$ cat config.mk
export PLATFORM = sky130hd
export DESIGN_NAME = hazard_fwd_unit_flat
export DESIGN_NICKNAME = d
export VERILOG_FILES = /design/src/rtl/hazard_fwd_unit_if.sv /design/src/rtl/hazard_fwd_unit.sv /design/src/flat_wrapper.sv
export SDC_FILE = /design/constraint.sdc
export NUM_CORES = 1
export LEC_CHECK = 0
export CAP_MARGIN = 20
export CORE_MARGIN = 2
export CORE_UTILIZATION = 55
export DETAILED_ROUTE_END_ITERATION = 8
export PLACE_DENSITY_LB_ADDON = 0.2
export SLEW_MARGIN = 40
export SYNTH_ARGS = -nofsm -noshare
export SYNTH_HDL_FRONTEND = slang
export SYNTH_SLANG_ARGS = --single-unit
$ cat constraint.sdc
create_clock -name clk -period 3.93 [get_ports clk]
set_input_delay 0.393 -clock clk [delete_from_list [all_inputs] [get_ports clk]]
set_output_delay 0.393 -clock clk [all_outputs]
set_load 0.01 [all_outputs]
$ cat src/rtl/hazard_fwd_unit_if.sv
// Decode-side bus of hazard_fwd_unit.
//   master : decode stage; drives the decode instruction, freeze and flush, and
//            receives stall/issue, the execute-aligned forward selects and tag_busy.
//   slave  : hazard_fwd_unit.
interface hazard_fwd_unit_if #(
  parameter int unsigned REG_AW  = 5,
  parameter int unsigned NUM_SRC = 2,
  parameter int unsigned STAGES  = 3,
  parameter int unsigned SEL_W   = $clog2(STAGES + 1)
) ();
  logic                      id_valid;
  logic [REG_AW-1:0]         id_dst;
  logic                      id_wen;
  logic                      id_is_load;
  logic [NUM_SRC*REG_AW-1:0] id_src;
  logic [NUM_SRC-1:0]        id_src_used;
  logic                      freeze;
  logic                      flush;
  logic                      stall;
  logic                      issue;
  logic [NUM_SRC*SEL_W-1:0]  ex_fwd_sel;
  logic [STAGES-1:0]         tag_busy;

  modport master (
    output id_valid, id_dst, id_wen, id_is_load, id_src, id_src_used, freeze, flush,
    input  stall, issue, ex_fwd_sel, tag_busy
  );

  modport slave (
    input  id_valid, id_dst, id_wen, id_is_load, id_src, id_src_used, freeze, flush,
    output stall, issue, ex_fwd_sel, tag_busy
  );
endinterface

$ cat src/rtl/hazard_fwd_unit.sv
// Hazard detection and forwarding controller for the pipelined MIPS datapath.
// A tag pipe of STAGES entries (valid, dst, wen, is_load) mirrors the post-decode
// pipeline registers. Each decode operand is compared against the tags; the youngest
// match decides whether decode must stall or which stage the execute stage forwards from.
//
// Ports:
//   clk        rising-edge clock
//   rst        asynchronous active-low reset
//   bus        hazard_fwd_unit_if.slave: decode instruction, freeze, flush in;
//              stall/issue (combinational), ex_fwd_sel (registered), tag_busy out
//   stall_cnt  (only with HFU_STALL_CNT_EN) saturating count of stall&~freeze cycles
//
// Optional feature macro: HFU_STALL_CNT_EN.
module hazard_fwd_unit #(
  parameter int unsigned REG_AW     = 5,
  parameter int unsigned NUM_SRC    = 2,
  parameter int unsigned STAGES     = 3,
  parameter int unsigned ALU_READY  = 2,
  parameter int unsigned LOAD_READY = 3,
  parameter int unsigned SEL_W      = $clog2(STAGES + 1)
) (
  input logic               clk,
  input logic               rst,
  hazard_fwd_unit_if.slave  bus
`ifdef HFU_STALL_CNT_EN
  ,
  output logic [31:0]       stall_cnt
`endif
);

  logic [STAGES-1:0]             valid_q, valid_d;
  logic [STAGES-1:0]             wen_q, wen_d;
  logic [STAGES-1:0]             load_q, load_d;
  logic [STAGES-1:0][REG_AW-1:0] dst_q, dst_d;
  logic [NUM_SRC*SEL_W-1:0]      fwd_sel_q, fwd_sel_d;

  logic                     hazard;
  logic                     stall;
  logic                     issue;
  logic [NUM_SRC*SEL_W-1:0] fwd_sel;
  logic [REG_AW-1:0]        src;
  logic                     found;
  logic                     hit_load;
  int unsigned              hit_k;
  int unsigned              need;

  // Operand match: the youngest (lowest k) matching stage wins.
  always_comb begin
    hazard   = 1'b0;
    fwd_sel  = '0;
    src      = '0;
    found    = 1'b0;
    hit_load = 1'b0;
    hit_k    = 0;
    need     = 0;
    for (int unsigned i = 0; i < NUM_SRC; i++) begin
      src      = bus.id_src[i*REG_AW +: REG_AW];
      found    = 1'b0;
      hit_load = 1'b0;
      hit_k    = 0;
      for (int unsigned k = 1; k <= STAGES; k++) begin
        if (!found && bus.id_src_used[i] && (src != '0) && valid_q[k-1] && wen_q[k-1] &&
            (dst_q[k-1] == src)) begin
          found    = 1'b1;
          hit_k    = k;
          hit_load = load_q[k-1];
        end
      end
      need = hit_load ? LOAD_READY : ALU_READY;
      // The operand is read one cycle later, when the producer sits at k+1.
      if (found && (hit_k + 1 < need)) begin
        hazard = 1'b1;
      end else if (found && (hit_k + 1 <= STAGES)) begin
        fwd_sel[i*SEL_W +: SEL_W] = SEL_W'(hit_k + 1);
      end
      // Beyond the last stage the register file already holds the value: select 0.
    end
  end

  assign stall = bus.id_valid & ~bus.flush & hazard;
  assign issue = bus.id_valid & ~stall & ~bus.flush & ~bus.freeze;

  assign bus.stall      = stall;
  assign bus.issue      = issue;
  assign bus.ex_fwd_sel = fwd_sel_q;
  assign bus.tag_busy   = valid_q & wen_q;

  always_comb begin
    valid_d   = valid_q;
    wen_d     = wen_q;
    load_d    = load_q;
    dst_d     = dst_q;
    fwd_sel_d = fwd_sel_q;
    if (!bus.freeze) begin
      for (int unsigned j = STAGES - 1; j >= 1; j--) begin
        valid_d[j] = valid_q[j-1];
        wen_d[j]   = wen_q[j-1];
        load_d[j]  = load_q[j-1];
        dst_d[j]   = dst_q[j-1];
      end
      valid_d[0] = issue;
      wen_d[0]   = bus.id_wen;
      load_d[0]  = bus.id_is_load;
      dst_d[0]   = bus.id_dst;
      fwd_sel_d  = issue ? fwd_sel : '0;
    end
  end

  always_ff @(posedge clk or negedge rst) begin
    if (!rst) begin
      valid_q   <= '0;
      wen_q     <= '0;
      load_q    <= '0;
      dst_q     <= '0;
      fwd_sel_q <= '0;
    end else begin
      valid_q   <= valid_d;
      wen_q     <= wen_d;
      load_q    <= load_d;
      dst_q     <= dst_d;
      fwd_sel_q <= fwd_sel_d;
    end
  end

`ifdef HFU_STALL_CNT_EN
  logic [31:0] stall_cnt_q, stall_cnt_d;

  always_comb begin
    stall_cnt_d = stall_cnt_q;
    if (stall && !bus.freeze && (stall_cnt_q != 32'hFFFF_FFFF)) begin
      stall_cnt_d = stall_cnt_q + 32'd1;
    end
  end

  always_ff @(posedge clk or negedge rst) begin
    if (!rst) begin
      stall_cnt_q <= '0;
    end else begin
      stall_cnt_q <= stall_cnt_d;
    end
  end

  assign stall_cnt = stall_cnt_q;
`endif

endmodule

$ cat src/flat_wrapper.sv
// flat-port wrapper written by rule: the top's interface ports become plain ports
module hazard_fwd_unit_flat 
#(
  parameter int unsigned REG_AW     = 5,
  parameter int unsigned NUM_SRC    = 2,
  parameter int unsigned STAGES     = 3,
  parameter int unsigned ALU_READY  = 2,
  parameter int unsigned LOAD_READY = 3,
  parameter int unsigned SEL_W      = $clog2(STAGES + 1)
)
  (clk, rst, bus_id_valid, bus_id_dst, bus_id_wen, bus_id_is_load, bus_id_src, bus_id_src_used, bus_freeze, bus_flush, bus_stall, bus_issue, bus_ex_fwd_sel, bus_tag_busy);
  hazard_fwd_unit_if #(.REG_AW(REG_AW), .NUM_SRC(NUM_SRC), .STAGES(STAGES), .SEL_W(SEL_W)) bus_i ();
  input logic clk;
  input logic rst;
  input wire logic [$bits(bus_i.id_valid)-1:0] bus_id_valid;
  input wire logic [$bits(bus_i.id_dst)-1:0] bus_id_dst;
  input wire logic [$bits(bus_i.id_wen)-1:0] bus_id_wen;
  input wire logic [$bits(bus_i.id_is_load)-1:0] bus_id_is_load;
  input wire logic [$bits(bus_i.id_src)-1:0] bus_id_src;
  input wire logic [$bits(bus_i.id_src_used)-1:0] bus_id_src_used;
  input wire logic [$bits(bus_i.freeze)-1:0] bus_freeze;
  input wire logic [$bits(bus_i.flush)-1:0] bus_flush;
  output wire logic [$bits(bus_i.stall)-1:0] bus_stall;
  output wire logic [$bits(bus_i.issue)-1:0] bus_issue;
  output wire logic [$bits(bus_i.ex_fwd_sel)-1:0] bus_ex_fwd_sel;
  output wire logic [$bits(bus_i.tag_busy)-1:0] bus_tag_busy;
  assign bus_i.id_valid = bus_id_valid;
  assign bus_i.id_dst = bus_id_dst;
  assign bus_i.id_wen = bus_id_wen;
  assign bus_i.id_is_load = bus_id_is_load;
  assign bus_i.id_src = bus_id_src;
  assign bus_i.id_src_used = bus_id_src_used;
  assign bus_i.freeze = bus_freeze;
  assign bus_i.flush = bus_flush;
  assign bus_stall = bus_i.stall;
  assign bus_issue = bus_i.issue;
  assign bus_ex_fwd_sel = bus_i.ex_fwd_sel;
  assign bus_tag_busy = bus_i.tag_busy;
  hazard_fwd_unit #(.REG_AW(REG_AW), .NUM_SRC(NUM_SRC), .STAGES(STAGES), .ALU_READY(ALU_READY), .LOAD_READY(LOAD_READY), .SEL_W(SEL_W)) u_core (.clk(clk), .rst(rst), .bus(bus_i));
endmodule
Yosys cells after proc, flatten, opt, wreduce, memory -nomap -nowiden. Index checks and enable logic that the tools add are counted.

Input port bits: 24. Word-level logic and storage cells: 93. Register bits after elaboration: 28. Output and inout bits: 9.

Multiplexer cells: 27. Magnitude comparators: 4. Add/sub/neg operators: 2. Reduce and logical (&&, ||, !) cells: 38. Equal/unequal tests: 6. Bitwise operators: 9.

Operators by type and width (count): 32-bit by 2-bit <= comparator with 1-bit output, second input constant (2); 32-bit less-than comparator (2); 32-bit two-way mux (2); 32-bit by 1-bit adder with 32-bit output, second input constant (1); 1-bit logical AND (32); 5-bit equality test (6); 1-bit two-way mux (18); 2-bit two-way mux (6); 5-bit nonzero test (2); 1-bit AND (5); 1-bit logical NOT (4); 4-bit two-way mux (1); 2-bit by 1-bit adder with 3-bit output, second input constant (1); 3-bit AND (1); 1-bit NOT (3).

Longest topological paths before layout. Gate-level depths: netlist (run 1).

Depth after elaboration: 31. Depth in mapped cells: 10. Depth with buffers taken out: 10.

Worst setup path before layout (run 1). No wires, ideal clock.

Kind: input -> output. From: input bus_id_src[5]. To: output bus_stall. Data required time: 3.537 ns. Data arrival time: 2.389 ns. Path buffers: 0. Path slack: 1.148 ns. Stages on the path: 10. Cells stage by stage: or4_4 > o21ai_2 > nor4_1 > nor2_1 > nor2_1 > ha_1 > o41ai_1 > a31oi_2 > o32ai_4 > and3b_1.

Word-level cells in the longest chain between the ends: 25. Elaborated cells between the ends (all ways): 35. Classes of those cells: add/sub: 1; order compare: 1; eq/ne: 3; mux: 11; bitwise: 1; reduce/logical: 18.

Ends and longest elaborated chain: start, declared (line flat_wrapper.sv:19) `input wire logic [$bits(bus_i.id_src)-1:0] bus_id_src;`; 5-bit nonzero test (line hazard_fwd_unit.sv:62) `if (!found && bus.id_src_used[i] && (src != '0) && valid_q[k-1] && wen_q[k-1] &&`; 1-bit logical AND (4 in a row) (line hazard_fwd_unit.sv:62); 1-bit two-way mux (line hazard_fwd_unit.sv:62); 1-bit logical NOT (line hazard_fwd_unit.sv:62); 1-bit logical AND (5 in a row) (line hazard_fwd_unit.sv:62); 1-bit two-way mux (line hazard_fwd_unit.sv:62); 1-bit logical NOT (line hazard_fwd_unit.sv:62); 1-bit logical AND (5 in a row) (line hazard_fwd_unit.sv:62); 2-bit two-way mux / 1-bit two-way mux (equally long branches) (line hazard_fwd_unit.sv:62); 2-bit by 1-bit adder with 3-bit output / 1-bit two-way mux (equally long branches) (line hazard_fwd_unit.sv:71, hazard_fwd_unit.sv:69); 32-bit less-than comparator (line hazard_fwd_unit.sv:71) `if (found && (hit_k + 1 < need)) begin`; 1-bit logical AND * (line hazard_fwd_unit.sv:71); 1-bit two-way mux * (line hazard_fwd_unit.sv:71); 1-bit AND * (line hazard_fwd_unit.sv:80) `assign stall = bus.id_valid & ~bus.flush & hazard;`; end, declared (line flat_wrapper.sv:23) `output wire logic [$bits(bus_i.stall)-1:0] bus_stall;`.

Every way passes the cells marked *; elsewhere a longest branch is shown, timed or not.

Worst setup path in the final report (run 1).
From: input bus_id_src[3]. To: output bus_stall.

Word-level cells in the longest chain between the ends: 26. Elaborated cells between the ends (all ways): 36. Classes of those cells: add/sub: 1; order compare: 1; eq/ne: 3; mux: 12; bitwise: 1; reduce/logical: 18.

Ends and longest elaborated chain (line): 5-bit nonzero test (hazard_fwd_unit.sv:62); 1-bit logical AND (4 in a row) (hazard_fwd_unit.sv:62); 1-bit two-way mux (hazard_fwd_unit.sv:62); 1-bit logical NOT (hazard_fwd_unit.sv:62); 1-bit logical AND (5 in a row) (hazard_fwd_unit.sv:62); 1-bit two-way mux (hazard_fwd_unit.sv:62); 1-bit logical NOT (hazard_fwd_unit.sv:62); 1-bit logical AND (5 in a row) (hazard_fwd_unit.sv:62); 32-bit two-way mux / 1-bit two-way mux (equally long branches) (hazard_fwd_unit.sv:62); 32-bit by 1-bit adder with 32-bit output / 1-bit two-way mux (equally long branches) (hazard_fwd_unit.sv:71, hazard_fwd_unit.sv:69); 32-bit less-than comparator (hazard_fwd_unit.sv:71); 1-bit logical AND * (hazard_fwd_unit.sv:71); 1-bit two-way mux * (2 in a row) (hazard_fwd_unit.sv:71); 1-bit AND * (hazard_fwd_unit.sv:80).

Marks and branches as above.

==> impl_results.md, run 1 <==
- CTS Sinks: 28
- Worst r2r path cells: 11
- Aggregate global routing overflow: 0
- Initial drt markers: 39
- TritonCTS clock tree: built
- Largest stage delay, worst path: about 0.57 ns
- Routed vias/inst: slightly below 6
- Post-synth top cells: dfrtp_1 (28), xnor2_1 (25), mux2_2 (23), nand2_1 (15), nand4_1 (6)
- Top fanout value on the critical path: 6
- Total negative setup slack: 0 ns
- Switching Fraction: 0.277
- Clk slew on worst S/H paths: between 0.15 and 0.2 ns
- Number of synthesized register bits: 28
- Final core utilization: 0.729
- Clock latency on the worst-skew pair: between 0.3 and 0.4 ns
- Max_cap viols: 0
- Rows: 20
- Combinational Power Share: 0.233
- Final hold violation count: 0
- Min Tclk post-route: around 3.8 ns
- Placed insts: between 200 and 250
- Critical path's slowest cell: or4_4
- CP Launch Type: primary input
- Fin crit share: 0.967
- Via Count: approximately 1300
- Main synth FF type: dfrtp_1
- Worst path top cell family by delay: buffers and inverters
- Distinct cells, synth: 30
- Post-synth ARST share: 1.00
- Max-slew violations: 0
- Detailed Place HPWL: 2.74 mm
- Largest net degree at the start of global routing: 30
- Worst Path Arrival: approximately 3.4 ns
- Port bufs: 32
- # diodes: 0
- Hold_ws: 0.403 ns
- Seq/Total Area, Yosys: 0.410
- Yosys warns: 0
- TritonCTS buffer count: 3
- Synthesized area: 1710 sq um
- Area of the core: between 3000 and 4000 sq um
- Die Y: around 60 um
- Initial Util: 0.570
- Synth Instances: 150
- Worst-margin pin slew: 0.747 ns
- RSZ-0062 raised after global routing: false
- Reg2reg end: u_core.bus.ex_fwd_sel[2]
- Pwr per Cell Area: 333 nW/um^2
- Worst Setup EP: bus_stall
- Ports: 33
- ANT nets after route: 0
- Final Setup Violations: 0
- F_max: 263 MHz
- Overall routing resource usage: 0.229
- Critical path depth: 11
- Hold buffer count at CTS: 0
- Crit-path cells: clkdlybuf4s50_1 -> or4_4 -> o21ai_4 -> or4_4 -> a21oi_1 -> ha_1 -> o41ai_1 -> a31oi_4 -> o32ai_4 -> and3b_1 -> clkdlybuf4s50_1
- Relative slew margins: 0.496
- # nets final: between 200 and 250
- Fin area: about 2200 sq um
- Area Overhead vs Synth: 27.9%
- First-pass GRT wire length: 6.11 mm
- Die area: between 3000 and 4000 sq um
- RePlAce Congestion: 0.942
- Post-synthesis net count: 177
- H-tree levels: 1
- Worst VDD drop: around 0.27 mV
- Synth top area share: 0.410
- Layout Skew: ~0.014 ns
- Worst R2R Setup Slack: 1.11 ns
- CP Capture Type: primary output
- Status: finished, final reports clean
- Post-synth EDFFs: 0
- Initial antenna violation count: 0
- Switch Pwr: between 0.2 and 0.25 mW
- R2R Path Start: u_core.dst_q[8]
- Placed cell areas: 2090 sq um
- Root Buffer: clkbuf_4
- Tot Pwr: 0.729 mW
- Setup bufs post-CTS: 0
- Count leader, synth: dfrtp_1
- Reg power frac: 0.504
- Drt first pass iters: 4
- Wire per inst: 16.8 um
- Clock Power Share: 0.263
- Pleak: 0.912 nW
- Non-filler cells, final: 220
- DRT Wirelength: ~3.7 mm
- Worst Setup SP: bus_id_src[3]
- Vias in the first global route: roughly 1300
- Final setup margin: approximately 0.13 ns
- Avg Inst Size Synth: approximately 11 sq um
- Share of cells above drive strength 1: 0.267
- DRC Markers: 0
- Area contributors post-synth: dfrtp_1 (41%), mux2_2 (15%), xnor2_1 (13%)
- Critical path type: primary input to primary output
- Pre-CTS WS: -0.0310 ns
- Internal power: approximately 0.53 mW
- Largest area contributor in the netlist: dfrtp_1
- Buffers and inverters on the worst path: 2
- Hold Crit Class: primary input to asynchronous set/reset pin
- CP Data Required Time: 3.54 ns
- Clk buf depth: 2
- Die X: 59.8 um
-- worst reg2reg max path, delay by kind of cell (launching register included) --
| kind | cells | cell delay [ns] |
|---|---|---|
| simple gates | 4 | 0.87 |
| xor+xnor | 1 | 0.19 |
| fa+ha+maj | 1 | 0.29 |
| flops | 1 | 0.48 |
| compound gates | 4 | 0.73 |
| buf+inv | 1 | 0.17 |
-- what timing repair did --
action                     in CTS  in global routing
pin swaps                       0                  2
hold endpoints to repair        0                  0
resized for setup               1                 12
setup endpoints to repair       1                  2
-- per-layer routing --
layer,global-route usage,part of all wire
met1,0.320,0.47
met2,0.354,0.49
met3,0.0411,0.035
met4,0.0857,0.0079
met5,0,0
-- registers in the layout, indices dropped and copies added, names as in the netlist --
name,flops
u_core.bus.ex_fwd_sel,4
u_core.dst_q,15
u_core.load_q,3
u_core.valid_q,3
u_core.wen_q,3
-- power groups by stage --
stage | Clock (mW) | Sequential (mW) | Combinational, mW
after global placement | 0 | 0.370 | 0.162
after CTS | 0.196 | 0.365 | 0.169
final | 0.192 | 0.367 | 0.170
after detailed placement | 0 | 0.371 | 0.168
after floorplan | 0 | 0.359 | 0.108
after global routing | 0.206 | 0.373 | 0.186
-- cell type report --
| type | count | area, sq um |
|---|---|---|
| Clock inverter | 1 | 30.0 |
| Tap cell | 33 | 41.3 |
| Inverter | 3 | 11.3 |
| Multi-Input combinational cell | 115 | 1010 |
| Clock buffer | 3 | 22.5 |
| Fill cell | 229 | 815 |
| Timing Repair Buffer | 37 | 372 |
| Sequential cell | 28 | 703 |
-- worst min-delay path by stage --
stage	to	slack, ns	cells after the start
global placement	u_core.bus.ex_fwd_sel[1]	0.47	2
CTS	u_core.dst_q[6]	0.41	2
finish	u_core.dst_q[6]	0.40	2
floorplan	u_core.bus.ex_fwd_sel[0]	0.1	0
global route	u_core.dst_q[6]	0.44	2
detailed placement	u_core.bus.ex_fwd_sel[1]	0.48	2
-- cell usage in the layout, fill, tap and decap left out, drive strengths merged, types with 5 or more instances in the layout --
master	count
nor2	5
nand2	15
buf	5
clkdlybuf4s50	25
nor4	5
dfrtp	28
or4	7
xor2	5
o21ai	6
dlymetal6s2s	6
mux2	23
nand4	6
xnor2	25
-- cell families after synthesis --
| kind of cell | after synthesis | synth area share |
|---|---|---|
| AO/OA/AOI/OAI | 16 | 0.0995 |
| XOR/XNOR | 30 | 0.154 |
| buffers and inverters | 7 | 0.0154 |
| AND/OR/NAND/NOR | 43 | 0.148 |
| flip-flops | 28 | 0.410 |
| adder cells (fa/ha/maj) | 3 | 0.0219 |
| multiplexers | 23 | 0.151 |
No activity file was read; power rests on OpenSTA's default activity.
==> inputs of run 2 (changes only) <==
--- a/config.mk
+++ b/config.mk
@@ -5,9 +5,10 @@
 export SDC_FILE = /design/constraint.sdc
 export NUM_CORES = 1
 export LEC_CHECK = 0
+export ABC_AREA = 1
 export CAP_MARGIN = 20
 export CORE_MARGIN = 2
-export CORE_UTILIZATION = 55
+export CORE_UTILIZATION = 57
 export DETAILED_ROUTE_END_ITERATION = 8
 export PLACE_DENSITY_LB_ADDON = 0.2
 export SLEW_MARGIN = 40
==> constraint.sdc (replaced) <==
create_clock -name clk -period 3.93 [get_ports clk]
set_input_delay 0.393 -clock clk [delete_from_list [all_inputs] [get_ports clk]]
set_output_delay 0.393 -clock clk [all_outputs]
set_load 0.02 [all_outputs]
==> impl_results.md, run 2 <==
- Min Tclk post-route: 3.47 ns (-0.332 ns)
- Final Setup Violations: 0 (unchanged)
- Drt first pass iters: 4 (unchanged)
- Post-synth top cells: nand2_1 (142), inv_1 (33), dfrtp_1 (28), nor2_1 (25), o21ai_0 (18)
- Worst R2R Setup Slack: 1.89 ns (+0.78 ns)
- Worst r2r path cells: 14 (+3)
- Vias in the first global route: 1904 (+43%)
- Count leader, synth: nand2_1
- Detailed Place HPWL: 3.34 mm (+22%)
- Routed vias/inst: 4.86 (-17%)
- Largest area contributor in the netlist: dfrtp_1
- Largest stage delay, worst path: 0.59 ns (+0.02 ns)
- Yosys warns: 0 (unchanged)
- Initial drt markers: 170 (+340%)
- Seq/Total Area, Yosys: 0.354 (-0.0554)
- Max_cap viols: 0 (unchanged)
- CP Launch Type: primary input
- Worst VDD drop: 0.277 mV (+2.8%)
- Worst Path Arrival: 3.08 ns (-0.33 ns)
- Number of synthesized register bits: 28 (unchanged)
- ANT nets after route: 0 (unchanged)
- Pleak: 1.28 nW (+40%)
- Root Buffer: clkbuf_4
- Synth top area share: 0.354 (-0.0554)
- Relative slew margins: 0.638 (+0.142)
- DRC Markers: 0 (unchanged)
- Hold Crit Class: primary input to asynchronous set/reset pin
- Setup bufs post-CTS: 0 (unchanged)
- Clock latency on the worst-skew pair: 0.34 ns (about the same)
- Synthesized area: 1980 sq um (+16%)
- RePlAce Congestion: 0.867 (-8.0%)
- Die area: 3960 sq um (+11%)
- TritonCTS buffer count: 3 (unchanged)
- # diodes: 0 (unchanged)
- Aggregate global routing overflow: 0 (unchanged)
- Overall routing resource usage: 0.249 (+0.0199)
- Clk slew on worst S/H paths: 0.16 ns (about the same)
- Final setup margin: 0.460 ns (+0.332 ns)
- Rows: 21 (+5.0%)
- Ports: 33 (unchanged)
- Most frequent cells in the layout: nand2_1 (142), inv_1 (33), clkdlybuf4s50_1 (32)
- CP Data Required Time: 3.54 ns (about the same)
- Clk buf depth: 2 (unchanged)
- Area of the core: 3340 sq um (+11%)
- Main synth FF type: dfrtp_1
- Initial Util: 0.593 (+0.0232)
- Share of cells above drive strength 1: 0.124 (-0.144)
- Area contributors post-synth: dfrtp_1 (35%), nand2_1 (27%), inv_1 (6.3%)
- # fillers: 308 (+34%)
- Post-synthesis net count: 342 (+93%)
- H-tree levels: 1 (unchanged)
- F_max: 288 MHz (+9.6%)
- Status: finished, final reports clean
- Wire per inst: 11.3 um (-33%)
- First-pass GRT wire length: 7.93 mm (+30%)
- Reg2reg end: u_core.valid_q[0]
- Max FFs per register: 15 (unchanged)
- Crit-path cells: clkdlybuf4s50_1 -> nor2_1 -> nand3_1 -> nor2_1 -> nor2_1 -> nand2_1 -> o21ai_0 -> ha_1 -> inv_1 -> a21oi_1 -> nand2_2 -> nand2_4 -> nand3_2 -> inv_2 -> clkdlybuf4s50_1
- Largest net degree at the start of global routing: 36 (+20%)
- Hold buffer count at CTS: 0 (unchanged)
- Synth Instances: 315 (+110%)
- CTS Sinks: 28 (unchanged)
- Die Y: 62.9 um (+5.3%)
- Final hold violation count: 0 (unchanged)
- Most common cell after layout, fill and taps aside: nand2_1
- Critical path type: primary input to primary output
- TritonCTS clock tree: built
- Pwr per Cell Area: 272 nW/um^2 (-18%)
- Top fanout value on the critical path: 6 (unchanged)
- R2R Path Start: u_core.dst_q[5]
- Cell mode on critical path: nor2_1
- Pre-CTS WS: 0.470 ns (+0.502 ns)
- RSZ-0062 raised after global routing: false
- Post-synth EDFFs: 0 (unchanged)
- Post-synth ARST share: 1.00 (unchanged)
- Max-slew violations: 0 (unchanged)
- Port bufs: 32 (unchanged)
- Area Overhead vs Synth: 20.7%
- Post-cts resize count: 0 (-1)
- Fin crit share: 0.883 (-0.0844)
- Worst-margin pin slew: 0.539 ns (-0.207 ns)
- CP Capture Type: primary output
- Via Count: 1913 (+49%)
- Critical path's slowest cell: clkdlybuf4s50_1
- # nets final: 376 (+75%)
- Distinct cells, synth: 22 (-27%)
- Die X: 62.9 um (+5.3%)
- DRT Wirelength: 4.45 mm (+21%)
- Layout Skew: 0.00812 ns (-0.00616 ns)
- Avg Inst Size Synth: 6.28 sq um (-45%)
- Most flops, register: u_core.dst_q
- Initial antenna violation count: 0 (unchanged)
- Total negative setup slack: 0 ns (unchanged)
[run 2: critical path: cells and delay by family]
kind,cells,cell delay [ns]
buffers and inverters,4,1.20
AND/OR/NAND/NOR,8,0.92
AO/OA/AOI/OAI,2,0.28
adder cells (fa/ha/maj),1,0.28
[run 2: worst max-delay path by stage]
stage                      endpoint       startpoint  cells past startpoint  slack (ns)
after floorplan           bus_stall  u_core.wen_q[0]                     14        1.68
after global placement    bus_issue    bus_id_src[1]                     15        0.57
after detailed placement  bus_issue    bus_id_src[1]                     15        0.47
after CTS                 bus_issue    bus_id_src[1]                     15        0.45
after global routing      bus_issue    bus_id_src[5]                     16        0.25
final                     bus_issue    bus_id_src[1]                     15        0.46
[run 2: layout make-up]
type / count / area [sq um] / area share
multi-input combinational: 231 / 1070 / 0.447
inverter: 51 / 191 / 0.0801
tap: 46 / 57.6 / 0.0241
timing repair buffer: 34 / 335 / 0.140
clock buffer: 4 / 36.3 / 0.0152
sequential: 28 / 701 / 0.293
[run 2: where the power goes]
group	internal, mW	switching (mW)	leakage (nW)
sequential	0.315	0.0263	0.356
clock	0.0569	0.0896	0.0210
combinational	0.0675	0.0944	0.901
[run 2: metal layers]
layer,routed length (um),GRT usage,vias up
li1,-,-,1013
met1,2120,0.325,840
met2,2010,0.412,56
met3,276,0.0595,4
met4,40,0.0694,0
met5,0,0,-
[run 2: stage by stage]
stage	util	cells	total power, mW	hold WS (ns)	area, sq um
floorplan	-	315	0.441	0.0974	1980
global placement	0.705	390	0.503	0.456	2350
detailed placement	0.705	390	0.506	0.465	2350
CTS	0.716	394	0.651	0.419	2390
global route	0.716	394	0.698	0.425	2390
finish	0.716	394	0.650	0.408	2390
[run 2: kinds of logic after synthesis]
family | after synthesis | share of synthesized area
AOI/OAI and AO/OA | 24 | 0.0645
adders and majority gates | 3 | 0.0190
DFF | 28 | 0.354
and+or+nand+nor | 199 | 0.434
xor gates and xnor gates | 5 | 0.0221
buffers and inverters | 56 | 0.106
==> inputs of run 3 (changes only) <==
--- a/config.mk
+++ b/config.mk
@@ -8,10 +8,11 @@
 export ABC_AREA = 1
 export CAP_MARGIN = 20
 export CORE_MARGIN = 2
-export CORE_UTILIZATION = 57
+export CORE_UTILIZATION = 53
 export DETAILED_ROUTE_END_ITERATION = 8
 export PLACE_DENSITY_LB_ADDON = 0.2
 export SLEW_MARGIN = 40
 export SYNTH_ARGS = -nofsm -noshare
 export SYNTH_HDL_FRONTEND = slang
 export SYNTH_SLANG_ARGS = --single-unit
+export TNS_END_PERCENT = 10
==> constraint.sdc (replaced) <==
create_clock -name clk -period 3.4 [get_ports clk]
set_input_delay 0.34 -clock clk [delete_from_list [all_inputs] [get_ports clk]]
set_output_delay 0.34 -clock clk [all_outputs]
set_load 0.02 [all_outputs]
==> impl_results.md, run 3 (same netlist as run 2, synthesis figures left out) <==
- TritonCTS clock tree: built
- Min Tclk post-route: between 2 and 3 ns
- Aggregate global routing overflow: 0 (unchanged)
- DRC Markers: 0 (unchanged)
- CP Data Required Time: 3.06 ns (-0.48 ns)
- First-pass GRT wire length: 7.42 mm (-6.4%)
- Worst Path Arrival: 2.59 ns (-0.49 ns)
- TritonCTS buffer count: 3 (unchanged)
- Cell mode on critical path: nand2_1
- Area Overhead vs Synth: 22.3%
- Worst VDD drop: 0.205 mV (-26%)
- Clock latency on the worst-skew pair: 0.28 ns (-0.06 ns)
- Max FFs per register: 15 (unchanged)
- DRT Wirelength: 4.32 mm (-3.0%)
- Most frequent cells in the layout: nand2_1 (142), inv_1 (33), clkdlybuf4s50_1 (28), dfrtp_1 (28), nor2_1 (25)
- Area of the core: 3630 sq um (+8.9%)
- Root Buffer: clkbuf_8
- Most common cell after layout, fill and taps aside: nand2_1
- Tot Pwr: 0.790 mW (+22%)
- Non-filler cells, final: 396 (+0.51%)
- CP Launch Type: primary input
- CP Capture Type: primary output
- Max_cap viols: 0 (unchanged)
- Die area: 4240 sq um (+7.1%)
- CTS Sinks: 28 (unchanged)
- Worst-margin pin slew: 0.493 ns (-0.0466 ns)
- RePlAce Congestion: 0.873 (+0.67%)
- Die X: 65.1 um (+3.5%)
- Rows: 22 (+4.8%)
- Initial antenna violation count: 0 (unchanged)
- Initial Util: 0.544 (-0.0484)
- Initial drt markers: 94 (-45%)
- Largest net degree at the start of global routing: 35 (-2.8%)
- Max-slew violations: 0 (unchanged)
- Pleak: 1.34 nW (+4.8%)
- Via Count: 1884 (-1.5%)
- Die Y: 65.1 um (+3.5%)
- Layout Skew: 0.00205 ns (-0.00607 ns)
- RSZ-0062 raised after global routing: false
- ANT nets after route: 0 (unchanged)
- Final Setup Violations: 0 (unchanged)
- # diodes: 0 (unchanged)
- Hold Crit Class: primary input to asynchronous set/reset pin
- Clk buf depth: 2 (unchanged)
- Buffers and inverters on the worst path: 5 (+1)
- Top fanout value on the critical path: 6 (unchanged)
- Wire per inst: 10.9 um (-3.5%)
- Vias in the first global route: 1734 (-8.9%)
- Largest stage delay, worst path: 0.53 ns (-0.06 ns)
- Critical path's slowest cell: clkdlybuf4s50_1
- Overall routing resource usage: 0.223 (-0.0261)
- Routed vias/inst: 4.76 (-2.0%)
- Relative slew margins: 0.669 (+0.0312)
- Worst R2R Setup Slack: 1.41 ns (-0.48 ns)
- Pwr per Cell Area: 326 nW/um^2 (+20%)
- Most flops, register: u_core.dst_q
- H-tree levels: 1 (unchanged)
- Clk slew on worst S/H paths: 0.09 ns (-0.07 ns)
- Ports: 33 (unchanged)
- Final hold violation count: 0 (unchanged)
- Status: finished, final reports clean
- Critical path type: primary input to primary output
- Hold buffer count at CTS: 0 (unchanged)
- Total negative setup slack: 0 ns (unchanged)
- Share of cells above drive strength 1: 0.124 (unchanged)
- # nets final: 376 (unchanged)
- F_max: about 340 MHz
- Detailed Place HPWL: 3.32 mm (-0.53%)
- Crit-path cells: clkdlybuf4s50_1 -> inv_2 -> nand2_1 -> nand2_1 -> nor2_1 -> nand2_1 -> nor2_2 -> o21ai_0 -> ha_1 -> inv_1 -> a21oi_1 -> nand2_2 -> nand2_4 -> nand3_2 -> inv_2 -> dlymetal6s2s_1
- Port bufs: 32 (unchanged)
- # fillers: 321 (+4.2%)
- Drt first pass iters: 4 (unchanged)
- Fin crit share: 0.862
- Worst path top cell family by delay: buffers and inverters
- Placed insts: 392 (+0.51%)
run 3: metal layers:
layer  track usage  up-vias  wire [um]
met4        0.0781        0         77
met2         0.363       39       1940
met3        0.0291        9        164
met5             0        -          0
met1         0.308      826       2140
li1              -     1010          -
run 3: final cells by class:
type	instances	area (sq um)	share of cell area
multi-input combinational	231	1070	0.441
sequential	28	701	0.290
timing repair buffer	34	345	0.143
inverter	51	191	0.0791
tap	48	60.1	0.0248
clock buffer	4	55.1	0.0228
run 3: worst paths after layout:
path,start,end,cells past startpoint
worst max-delay path,bus_id_src[2],bus_issue,16
worst min-delay path,rst,u_core.dst_q[0],2
worst max register to register,u_core.dst_q[11],u_core.valid_q[0],12
worst min register to register,u_core.load_q[1],u_core.load_q[2],2
max in group asynchronous,rst,u_core.bus.ex_fwd_sel[2],2
min in group clk,u_core.load_q[1],u_core.load_q[2],2
run 3: metrics by stage:
| stage | hold slack [ns] | setup slack (ns) | utilization | area, sq um |
|---|---|---|---|---|
| floorplan | 0.0444 | 1.20 | - | 1980 |
| global placement | 0.447 | 0.0980 | 0.648 | 2350 |
| detailed placement | 0.459 | 0.0721 | 0.648 | 2350 |
| CTS | 0.446 | 0.0369 | 0.663 | 2410 |
| global route | 0.469 | 0.252 | 0.666 | 2420 |
| finish | 0.425 | 0.471 | 0.666 | 2420 |
run 3: timing repair:
item,CTS,global route
setup endpoints to repair,0,2
setup buffers,0,0
endpoints found under the hold margin,0,0
resized for setup,0,4
run 3: worst reg2reg max path: stages (launching register included):
cell and delay, ns:
dfrtp_1 0.43, xnor2_1 0.19, nand2_1 0.07, nor2_1 0.10, nand2_1 0.12, o21ai_0 0.27
ha_1 0.30, nand2_1 0.07, inv_1 0.04, nand2_2 0.08, nand2_4 0.07, nand3_2 0.09
o21ai_2 0.05
run 3: where the power goes:
part	switching (mW)	internal [mW]	leakage, nW
sequential	0.0292	0.364	0.356
clock	0.108	0.104	0.0288
combinational	0.107	0.0776	0.954
